File: src/rtl/ks10_dbm_pkg.sv
// Shared DBM definitions: DBM_SEL source encodings, SELBYTE codes and the
// byte-sequencer state encoding.
package ks10_dbm_pkg;

  typedef enum logic [2:0] {
    DBM_SCADPFAPR = 3'd0,
    DBM_BYTES     = 3'd1,
    DBM_EXPTIME   = 3'd2,
    DBM_DP        = 3'd3,
    DBM_DPSWAP    = 3'd4,
    DBM_VMA       = 3'd5,
    DBM_MEM       = 3'd6,
    DBM_NUM       = 3'd7
  } dbm_sel_e;

  localparam logic [2:0] SELBYTE_NONE  = 3'd0;
  localparam logic [2:0] SELBYTE_FIRST = 3'd1;
  localparam logic [2:0] SELBYTE_LAST  = 3'd5;

  typedef enum logic [2:0] {
    ST_IDLE = 3'd0,
    ST_RD   = 3'd1,
    ST_FILL = 3'd2,
    ST_WR   = 3'd3,
    ST_DONE = 3'd4
  } seq_state_e;

  // Out-of-range start positions fall back to the first byte of the word.
  function automatic logic [2:0] clamp_pos(input logic [2:0] p);
    if ((p < SELBYTE_FIRST) || (p > SELBYTE_LAST)) return SELBYTE_FIRST;
    return p;
  endfunction

endpackage

File: src/rtl/dbm_byte_pos.sv
// Byte position counter for the DBM byte sequencer: clamped load, increment
// with 5->1 wrap, rewind to byte 1, clear to 0, and a terminal (byte 5) flag.
module dbm_byte_pos
  import ks10_dbm_pkg::*;
(
  input  logic       clk,
  input  logic       rst,
  input  logic       clear,
  input  logic       load,
  input  logic [2:0] load_pos,
  input  logic       rewind,
  input  logic       inc,
  output logic [2:0] pos,
  output logic       terminal
);

  logic [2:0] pos_d, pos_q;

  always_comb begin
    pos_d = pos_q;
    if (clear)       pos_d = SELBYTE_NONE;
    else if (load)   pos_d = clamp_pos(load_pos);
    else if (rewind) pos_d = SELBYTE_FIRST;
    else if (inc)    pos_d = (pos_q == SELBYTE_LAST) ? SELBYTE_FIRST : pos_q + 3'd1;
  end

  always_ff @(posedge clk or posedge rst) begin
    if (rst) pos_q <= SELBYTE_NONE;
    else     pos_q <= pos_d;
  end

  assign pos      = pos_q;
  assign terminal = (pos_q == SELBYTE_LAST);

endmodule

File: src/rtl/dbm_byte_seq.sv
// DBM byte-insert sequencer: read word, insert 7-bit bytes at positions 1..5, write back.
// Define DBM_BYTE_SEQ_PAD_EN to pad the rest of the word with PADCHR after lastBYTE.
module dbm_byte_seq
  import ks10_dbm_pkg::*;
#(
  parameter int unsigned CNTW   = 12,
  parameter logic [6:0]  PADCHR = 7'o000
) (
  input  logic            clk,
  input  logic            rst,
  input  logic            start,
  input  logic [2:0]      startPOS,
  input  logic [CNTW-1:0] wordCNT,
  input  logic            abort,
  input  logic [6:0]      byteIN,
  input  logic            byteVALID,
  output logic            byteREADY,
  input  logic            lastBYTE,
  input  logic            memACK,
  output logic            memREQ,
  output logic            memWR,
  output logic [2:0]      dbmSEL,
  output logic [2:0]      selBYTE,
  output logic [6:0]      byteOUT,
  output logic            busy,
  output logic            done
);

  seq_state_e      state_d, state_q;
  logic [CNTW-1:0] cnt_d, cnt_q;
  logic            last_d, last_q;
  logic            pad_d, pad_q;
  logic            byteready_d, byteready_q;
  logic            memreq_d, memreq_q;
  logic            memwr_d, memwr_q;
  dbm_sel_e        dbmsel_d, dbmsel_q;
  logic [2:0]      selbyte_d, selbyte_q;
  logic [6:0]      byteout_d, byteout_q;
  logic            busy_d, busy_q;
  logic            done_d, done_q;

  logic [2:0] pos;
  logic       pos_term;
  logic       pos_clear, pos_load, pos_rewind, pos_inc;
  logic       hs;

  dbm_byte_pos u_pos (
    .clk      (clk),
    .rst      (rst),
    .clear    (pos_clear),
    .load     (pos_load),
    .load_pos (startPOS),
    .rewind   (pos_rewind),
    .inc      (pos_inc),
    .pos      (pos),
    .terminal (pos_term)
  );

  assign hs = (state_q == ST_FILL) && byteready_q && byteVALID;

  always_comb begin
    state_d    = state_q;
    cnt_d      = cnt_q;
    last_d     = last_q;
    pad_d      = pad_q;
    selbyte_d  = SELBYTE_NONE;
    byteout_d  = byteout_q;
    pos_clear  = 1'b0;
    pos_load   = 1'b0;
    pos_rewind = 1'b0;
    pos_inc    = 1'b0;

    case (state_q)
      ST_IDLE: begin
        if (start) begin
          if (wordCNT == '0) begin
            state_d = ST_DONE;
          end else begin
            pos_load = 1'b1;
            cnt_d    = wordCNT;
            last_d   = 1'b0;
            state_d  = ST_RD;
          end
        end
      end
      ST_RD: begin
        if (memACK) state_d = ST_FILL;
      end
      ST_FILL: begin
        if (hs) begin
          selbyte_d = pos;
          byteout_d = byteIN;
          pos_inc   = 1'b1;
          if (lastBYTE) last_d = 1'b1;
          if (pos_term) begin
            state_d = ST_WR;
          end else if (lastBYTE) begin
`ifdef DBM_BYTE_SEQ_PAD_EN
            pad_d = 1'b1;
`else
            state_d = ST_WR;
`endif
          end
        end else if (pad_q) begin
          // Padding runs one position per cycle with the requester held off.
          selbyte_d = pos;
          byteout_d = PADCHR;
          pos_inc   = 1'b1;
          if (pos_term) begin
            pad_d   = 1'b0;
            state_d = ST_WR;
          end
        end
      end
      ST_WR: begin
        if (memACK) begin
          cnt_d      = (cnt_q == '0) ? '0 : cnt_q - CNTW'(1);
          pos_rewind = 1'b1;
          state_d    = ((cnt_d == '0) || last_q) ? ST_DONE : ST_RD;
        end
      end
      ST_DONE: state_d = ST_IDLE;
      default: state_d = ST_IDLE;
    endcase

    if (abort) state_d = ST_IDLE;

    // Entering IDLE (normally, by abort, or staying) forces every output and counter to 0.
    if (state_d == ST_IDLE) begin
      cnt_d     = '0;
      last_d    = 1'b0;
      pad_d     = 1'b0;
      selbyte_d = SELBYTE_NONE;
      byteout_d = '0;
      pos_clear = 1'b1;
    end
  end

  always_comb begin
    byteready_d = (state_d == ST_FILL) && !pad_d;
    memreq_d    = (state_d == ST_RD) || (state_d == ST_WR);
    memwr_d     = (state_d == ST_WR);
    busy_d      = (state_d != ST_IDLE);
    done_d      = (state_d == ST_DONE);
    case (state_d)
      ST_RD:          dbmsel_d = DBM_MEM;
      ST_FILL, ST_WR: dbmsel_d = DBM_DP;
      default:        dbmsel_d = DBM_SCADPFAPR;
    endcase
  end

  always_ff @(posedge clk or posedge rst) begin
    if (rst) begin
      state_q     <= ST_IDLE;
      cnt_q       <= '0;
      last_q      <= 1'b0;
      pad_q       <= 1'b0;
      byteready_q <= 1'b0;
      memreq_q    <= 1'b0;
      memwr_q     <= 1'b0;
      dbmsel_q    <= DBM_SCADPFAPR;
      selbyte_q   <= SELBYTE_NONE;
      byteout_q   <= '0;
      busy_q      <= 1'b0;
      done_q      <= 1'b0;
    end else begin
      state_q     <= state_d;
      cnt_q       <= cnt_d;
      last_q      <= last_d;
      pad_q       <= pad_d;
      byteready_q <= byteready_d;
      memreq_q    <= memreq_d;
      memwr_q     <= memwr_d;
      dbmsel_q    <= dbmsel_d;
      selbyte_q   <= selbyte_d;
      byteout_q   <= byteout_d;
      busy_q      <= busy_d;
      done_q      <= done_d;
    end
  end

  // Abort withdraws the memory request in the same cycle it is raised.
  assign memREQ    = memreq_q & ~abort;
  assign memWR     = memwr_q;
  assign byteREADY = byteready_q;
  assign dbmSEL    = dbmsel_q;
  assign selBYTE   = selbyte_q;
  assign byteOUT   = byteout_q;
  assign busy      = busy_q;
  assign done      = done_q;

endmodule
File: config.mk
export PLATFORM = sky130hd
export DESIGN_NAME = dbm_byte_seq
export DESIGN_NICKNAME = d
export VERILOG_FILES = /design/src/rtl/ks10_dbm_pkg.sv /design/src/rtl/dbm_byte_pos.sv /design/src/rtl/dbm_byte_seq.sv
export SDC_FILE = /design/constraint.sdc
export NUM_CORES = 1
export LEC_CHECK = 0
export BUFFER_PORTS_ARGS = -buffer_cell sky130_fd_sc_hd__buf_2
export CAP_MARGIN = 10
export CORE_MARGIN = 2
export CORE_UTILIZATION = 50
export DETAILED_ROUTE_END_ITERATION = 10
export PLACE_DENSITY = 0.79
export SLEW_MARGIN = 20
export SYNTH_ARGS = -nofsm -noshare
export SYNTH_HDL_FRONTEND = slang
export SYNTH_SLANG_ARGS = --single-unit
File: constraint.sdc
create_clock -name clk -period 3.4 [get_ports clk]
set_clock_uncertainty 0.15 [all_clocks]
set_input_delay 0.34 -clock clk [delete_from_list [all_inputs] [get_ports clk]]
set_output_delay 0.34 -clock clk [all_outputs]
set_load 0.05 [all_outputs]
# Word-level counts from Yosys, hierarchy flattened
# Index checks and enable logic that the tools add are counted.
# op_classes
mux	57
n_div	0
shift	0
order_cmp	2
n_eq_ne	13
reduce_logical	22
bitwise_logic	2
add_sub_neg	2
mul	0
# ops
op	n
2-to-1 mux 3 bit	22
2-to-1 mux 12 bit	5
logical NOT 12 bit	3
2-to-1 mux 7 bit	4
case mux 12 bit (2 select lines)	1
2-to-1 mux 1 bit	22
== test 3 x 2 -> 1 bit, second input constant	4
case mux 3 bit (4 select lines)	1
nonzero test 3 bit	4
subtractor 12 x 1 -> 12 bit, second input constant	1
!= test 3 bit, second input constant	3
== test 3 x 1 -> 1 bit, second input constant	2
== test 3 bit, second input constant	2
logical NOT 3 bit	2
!= test 3 x 2 -> 1 bit, second input constant	2
case mux 3 bit (2 select lines)	1
AND reduction 5 bit	1
AND reduction 4 bit	1
nonzero test 4 bit	1
adder 3 x 1 -> 3 bit, second input constant	1
greater-than comparator 3 bit, second input constant	1
logical AND 1 bit	3
logical OR 1 bit	3
less-than comparator 3 x 1 -> 1 bit, second input constant	1
other kinds (7)	7
# word_totals
out_inout_bits	18
mem_count	0
ram_bits	0
latch_bits	0
elab_cells	111
input_bits	29
regBits	38
mem_bits_ro	0

# Depth between registers and ports, before layout
# depth
word_depth	14
ltp_mapped	9

# By module
# A second synthesis with hierarchy kept.
# unflattened
cells_unflattened	251
area_unflattened_um2	2275.9
# modules_own_cells
mod	n_inst	area_each_um2	cells_per_inst
dbm_byte_seq	1	2059.5	228
dbm_byte_pos	1	216.5	23

# Worst setup path after synthesis
# No wires, ideal clock.
# synth_timing
path_kind	reg2reg
from	register cnt_q[3]
to	register done_q, in the netlist done
stages_incl_launch_ff	8
required_time_ns	3.130
period_less_slack_ns	2.378
setup_ns	0.120
setup_slack_ns	1.022
arrival_ns	2.108
path_cell_list	dfrtp_1 -> buf_6 -> or4_4 -> buf_6 -> or4_4 -> a21oi_2 -> nor2_2 -> a41o_1
# synth_between
elab_chain_cells	9
# synth_lines
element	line_no	rtl
start, declared	dbm_byte_seq.sv:30	logic [CNTW-1:0] cnt_d, cnt_q;
start signal, assigned	dbm_byte_seq.sv:168	cnt_q <= cnt_d;
subtractor 12 x 1 -> 12 bit or logical NOT 12 bit (tied branches)	dbm_byte_seq.sv:117	cnt_d = (cnt_q == '0) ? '0 : cnt_q - CNTW'(1);
2-to-1 mux 12 bit *	dbm_byte_seq.sv:117	
logical NOT 12 bit *	dbm_byte_seq.sv:119	state_d = ((cnt_d == '0) || last_q) ? ST_DONE : ST_RD;
logical OR 1 bit *	dbm_byte_seq.sv:119	
2-to-1 mux 3 bit *	dbm_byte_seq.sv:119	
2-to-1 mux 3 bit *	dbm_byte_seq.sv:116	if (memACK) begin
case mux 3 bit (4 select lines) *	dbm_byte_seq.sv:73	case (state_q)
2-to-1 mux 3 bit *	dbm_byte_seq.sv:126	if (abort) state_d = ST_IDLE;
== test 3 bit *	dbm_byte_seq.sv:144	done_d = (state_d == ST_DONE);
via done_d	dbm_byte_seq.sv:40	logic done_d, done_q;
end signal, assigned	dbm_byte_seq.sv:178	done_q <= done_d;
end, declared	dbm_byte_seq.sv:40	
# Mark *: on every way through the listed nets, which the timed path passes. The rest lies on a longest branch.
# A chain may end at the register's enable or synchronous reset.

# Final worst setup path
# layout_timing
from	register state_q[0]
to	register u_pos.pos_q[0], in the netlist u_pos.pos[0]
# layout_between
elab_chain_cells	9
# layout_lines
element	line_no	rtl
start, declared	dbm_byte_seq.sv:29	seq_state_e state_d, state_q;
start signal, assigned	dbm_byte_seq.sv:167	state_q <= state_d;
== test 3 x 2 -> 1 bit	dbm_byte_seq.sv:59, dbm_byte_seq.sv:73	
logical AND 1 bit (2 in series)	dbm_byte_seq.sv:59	assign hs = (state_q == ST_FILL) && byteready_q && byteVALID;
2-to-1 mux 3 bit	dbm_byte_seq.sv:90	if (hs) begin
case mux 3 bit (4 select lines)	dbm_byte_seq.sv:73	
2-to-1 mux 3 bit	dbm_byte_seq.sv:126	
logical NOT 3 bit	dbm_byte_seq.sv:129	if (state_d == ST_IDLE) begin
2-to-1 mux 1 bit	dbm_byte_seq.sv:129	
nonzero test 4 bit (no line) or 2-to-1 mux 3 bit (tied branches)	n/a	
end signal, assigned	dbm_byte_pos.sv:29	else pos_q <= pos_d;
end, declared	dbm_byte_pos.sv:17	logic [2:0] pos_d, pos_q;
# Several ways; a longest one is shown, not always the timed one.

==> flow_summary.ini <==
[global_route]
antenna_found_initial = 0
grt_pass1_wl_mm = 9.39
grt_max_degree = 29
grt_overflow = 0
grt_use_total_pct = 23.4
grt_pass1_vias = 2018

[sta]
whs_ns = -0.00729
finalCritPeriodShare_pct = 73.1
period_needed_ns = 2.48
finalSetupViolations = 0
finalSetupTns_ns = 0
worstMarginPinSlew_ns = 1.00
grt_setup_unrepaired = false
slew_violations = 0
fmax_mhz = 402
hold_viol = 7
max-slew-margin-rel_pct = 32.5

[clocking]
clk_latency_ns = 0.29
cts_setup_buffers = 0
cts_sinks = 38
clkTransAtPathRegs_ns = 0.07
cts_inserted_buffers = 5
cts_tree = done
cts_max_path_buffers = 2
root_buffer = clkbuf_8
post_cts_resize_count = 0
holdBufCountCts = 0
htreeDepth = 2

[die]
start_util_pct = 52.4
die_w_um = 71.8
rows = 24
die_h_um = 71.8
core-area_mm2 = 0.00438
io_pins = 47
design.die.area_mm2 = 0.00516

[placed_design]
placed_area_mm2 = 0.00253
place_congestion = 0.979
port_buffers = 46
dp_hpwl_mm = 4.04

[routing]
drc = 0
drt_wl_total_mm = 5.49
vias = 2102
dr.pass1.iters = 4
final_antenna_net_count = 0
wl_per_cell_um = 15.5
drtIter0Drc = 180
via_per_inst = 5.94

[power]
p_leak_nw = 1.24
p_int_w = 0.000814
vdd_drop_max_uv = 293
pwr-share-comb_pct = 35.6
clockPowerShare_pct = 24.7
power.total_w = 0.00131
power.switching_w = 0.000501
swShare_pct = 38.1
cellPowerDensity_mw_per_mm2 = 500
seq_power_share_pct = 39.7

[yosys]
ys_ff_latch = 38
ys_async_sr_fraction_pct = 100
postSynthAreaPerCell_um2 = 8.84
synth_edf_count = 0
netlist_area_mm2 = 0.00230
yosysSeqAreaShare_pct = 41.4
yosysUniqueCellTypes = 59
syn_nets = 291
synth_top_flop_cell = dfrtp_1
synthCells = 260
yosysWarnings = 0

[finish]
final_cell_mix = buf_2, dfrtp_1, nor2_1, nand2_1, o21ai_0
final_cell_area_mm2 = 0.00263
final_layout_size_suffix_gt1_share_pct = 24.8
syn2layout_area_growth_pct = 14.3
multi_input_area_mm2 = 0.00121
layout_commonest_cell = buf_2
diodes = 0
fin_nets = 332
final-seq-area_um2 = 951
n_fill_cell = 404

[outcome]
status = complete, but fails checks
violations = hold timing

[critical_path]
cp_data_arrival_time_ns = 2.53
startpoint_type = flip-flop
end_kind = flip-flop
crit_type = reg2reg
required_ns = 3.45
critPathMaxFanout = 28

[flow_run]
maxCapViolations = 0

[hold_path]
hold_path_class = in2async
[worst max-delay path: stages (launching register included)]
cell and delay (ns):
dfrtp_1 0.43, or4b_2 0.71, a31oi_2 0.32, a211o_2 0.23
o21ai_2 0.07, buf_4 0.24, a221oi_1 0.22
[power by group through the flow]
stage / Sequential (W) / Combinational [W] / Clock [W]
final: 0.000523 / 0.000468 / 0.000324
after global routing: 0.000529 / 0.000517 / 0.000355
after CTS: 0.000521 / 0.000463 / 0.000334
after detailed placement: 0.000529 / 0.000462 / 0
after global placement: 0.000528 / 0.000457 / 0
after floorplan: 0.000554 / 0.000342 / 0
[flip-flops by register name, summed over array words and instances (netlist names)]
name	count
selBYTE	3
dbmSEL	3
byteREADY	1
memWR	1
memreq_q	1
pad_q	1
last_q	1
busy	1
u_pos.pos	3
byteOUT	7
done	1
state_q	3
cnt_q	12
[path summary, 6_finish.rpt]
check | startpoint | end | slack, ns | cells after the start
max | state_q[0] | u_pos.pos[0] | 0.92 | 6
min | rst | cnt_q[4] | -0.007 | 2
max reg2reg | state_q[0] | u_pos.pos[0] | 0.92 | 6
min reg2reg | byteOUT[2] | byteOUT[2] | 0.40 | 2
max in group asynchronous | rst | selBYTE[1] | 2.36 | 3
min in group clk | byteIN[1] | byteOUT[1] | 0.14 | 3
[logic make-up after synthesis]
group,synth area share [%]
AOI/OAI and AO/OA,22.9
adders and majority gates,1.09
muxes,1.42
DFF,41.4
xor gates and xnor gates,1.14
and+or+nand+nor,26.3
buffers and inverters,5.77
[routing by layer]
layer	wire [um]	global-route usage (%)	up-vias
met4	143	9.64	0
met2	2610	37.6	69
met1	2430	31.1	985
met3	307	4.78	14
li1	-	-	1034
met5	0	0	-
[stage by stage]
stage / cells / hold WS (ns) / util (%) / setup WS, ns
CTS: 354 / 0.0218 / 59.9 / 0.937
finish: 354 / -0.00729 / 59.9 / 0.915
floorplan: 260 / 0.321 / - / 1.02
global route: 354 / 0.0583 / 59.9 / 0.718
detailed placement: 346 / 0.335 / 57.8 / 0.827
global placement: 346 / 0.335 / 57.8 / 0.895
[cell usage after synthesis, types with 2 or more instances]
master    count  share of area (%)
nor3_1        6                1.3
nor2b_1       4                1.1
nand3b_1      5                1.6
o41ai_1       2               0.76
nor4_1        7                1.9
buf_2         7                1.5
and2_1        5                1.4
o21ai_0      16                3.5
nor3b_1       4                1.3
or4b_2        2               0.87
or4_4         2               0.98
xnor2_1       2               0.76
nand3_1       5                1.1
or3_1         2               0.54
nor2_1       31                5.1
o211ai_1      4                1.3
buf_6         3                1.5
inv_1         9                1.5
o31ai_1       8                2.6
a22oi_1       7                2.3
a31oi_1       3               0.82
clkbuf_1      5               0.82
ha_1          2                1.1
a32oi_1       2               0.76
mux2_2        2               0.98
a41o_1        2               0.87
dfrtp_1      38                 41
a21oi_1      15                3.3
nand2_1      24                3.9
nand2b_1      3               0.82
a211oi_1      5                1.6
[area by class of cell]
cell class / count / share of cell area, %
tap: 52 / 2.48
clock buffer: 6 / 3.14
timing repair buffer: 51 / 10.2
sequential: 38 / 36.2
multi-input combinational: 196 / 46.2
clock inverter: 2 / 0.476
inverter: 9 / 1.29
(Power assumes the default switching activity.)
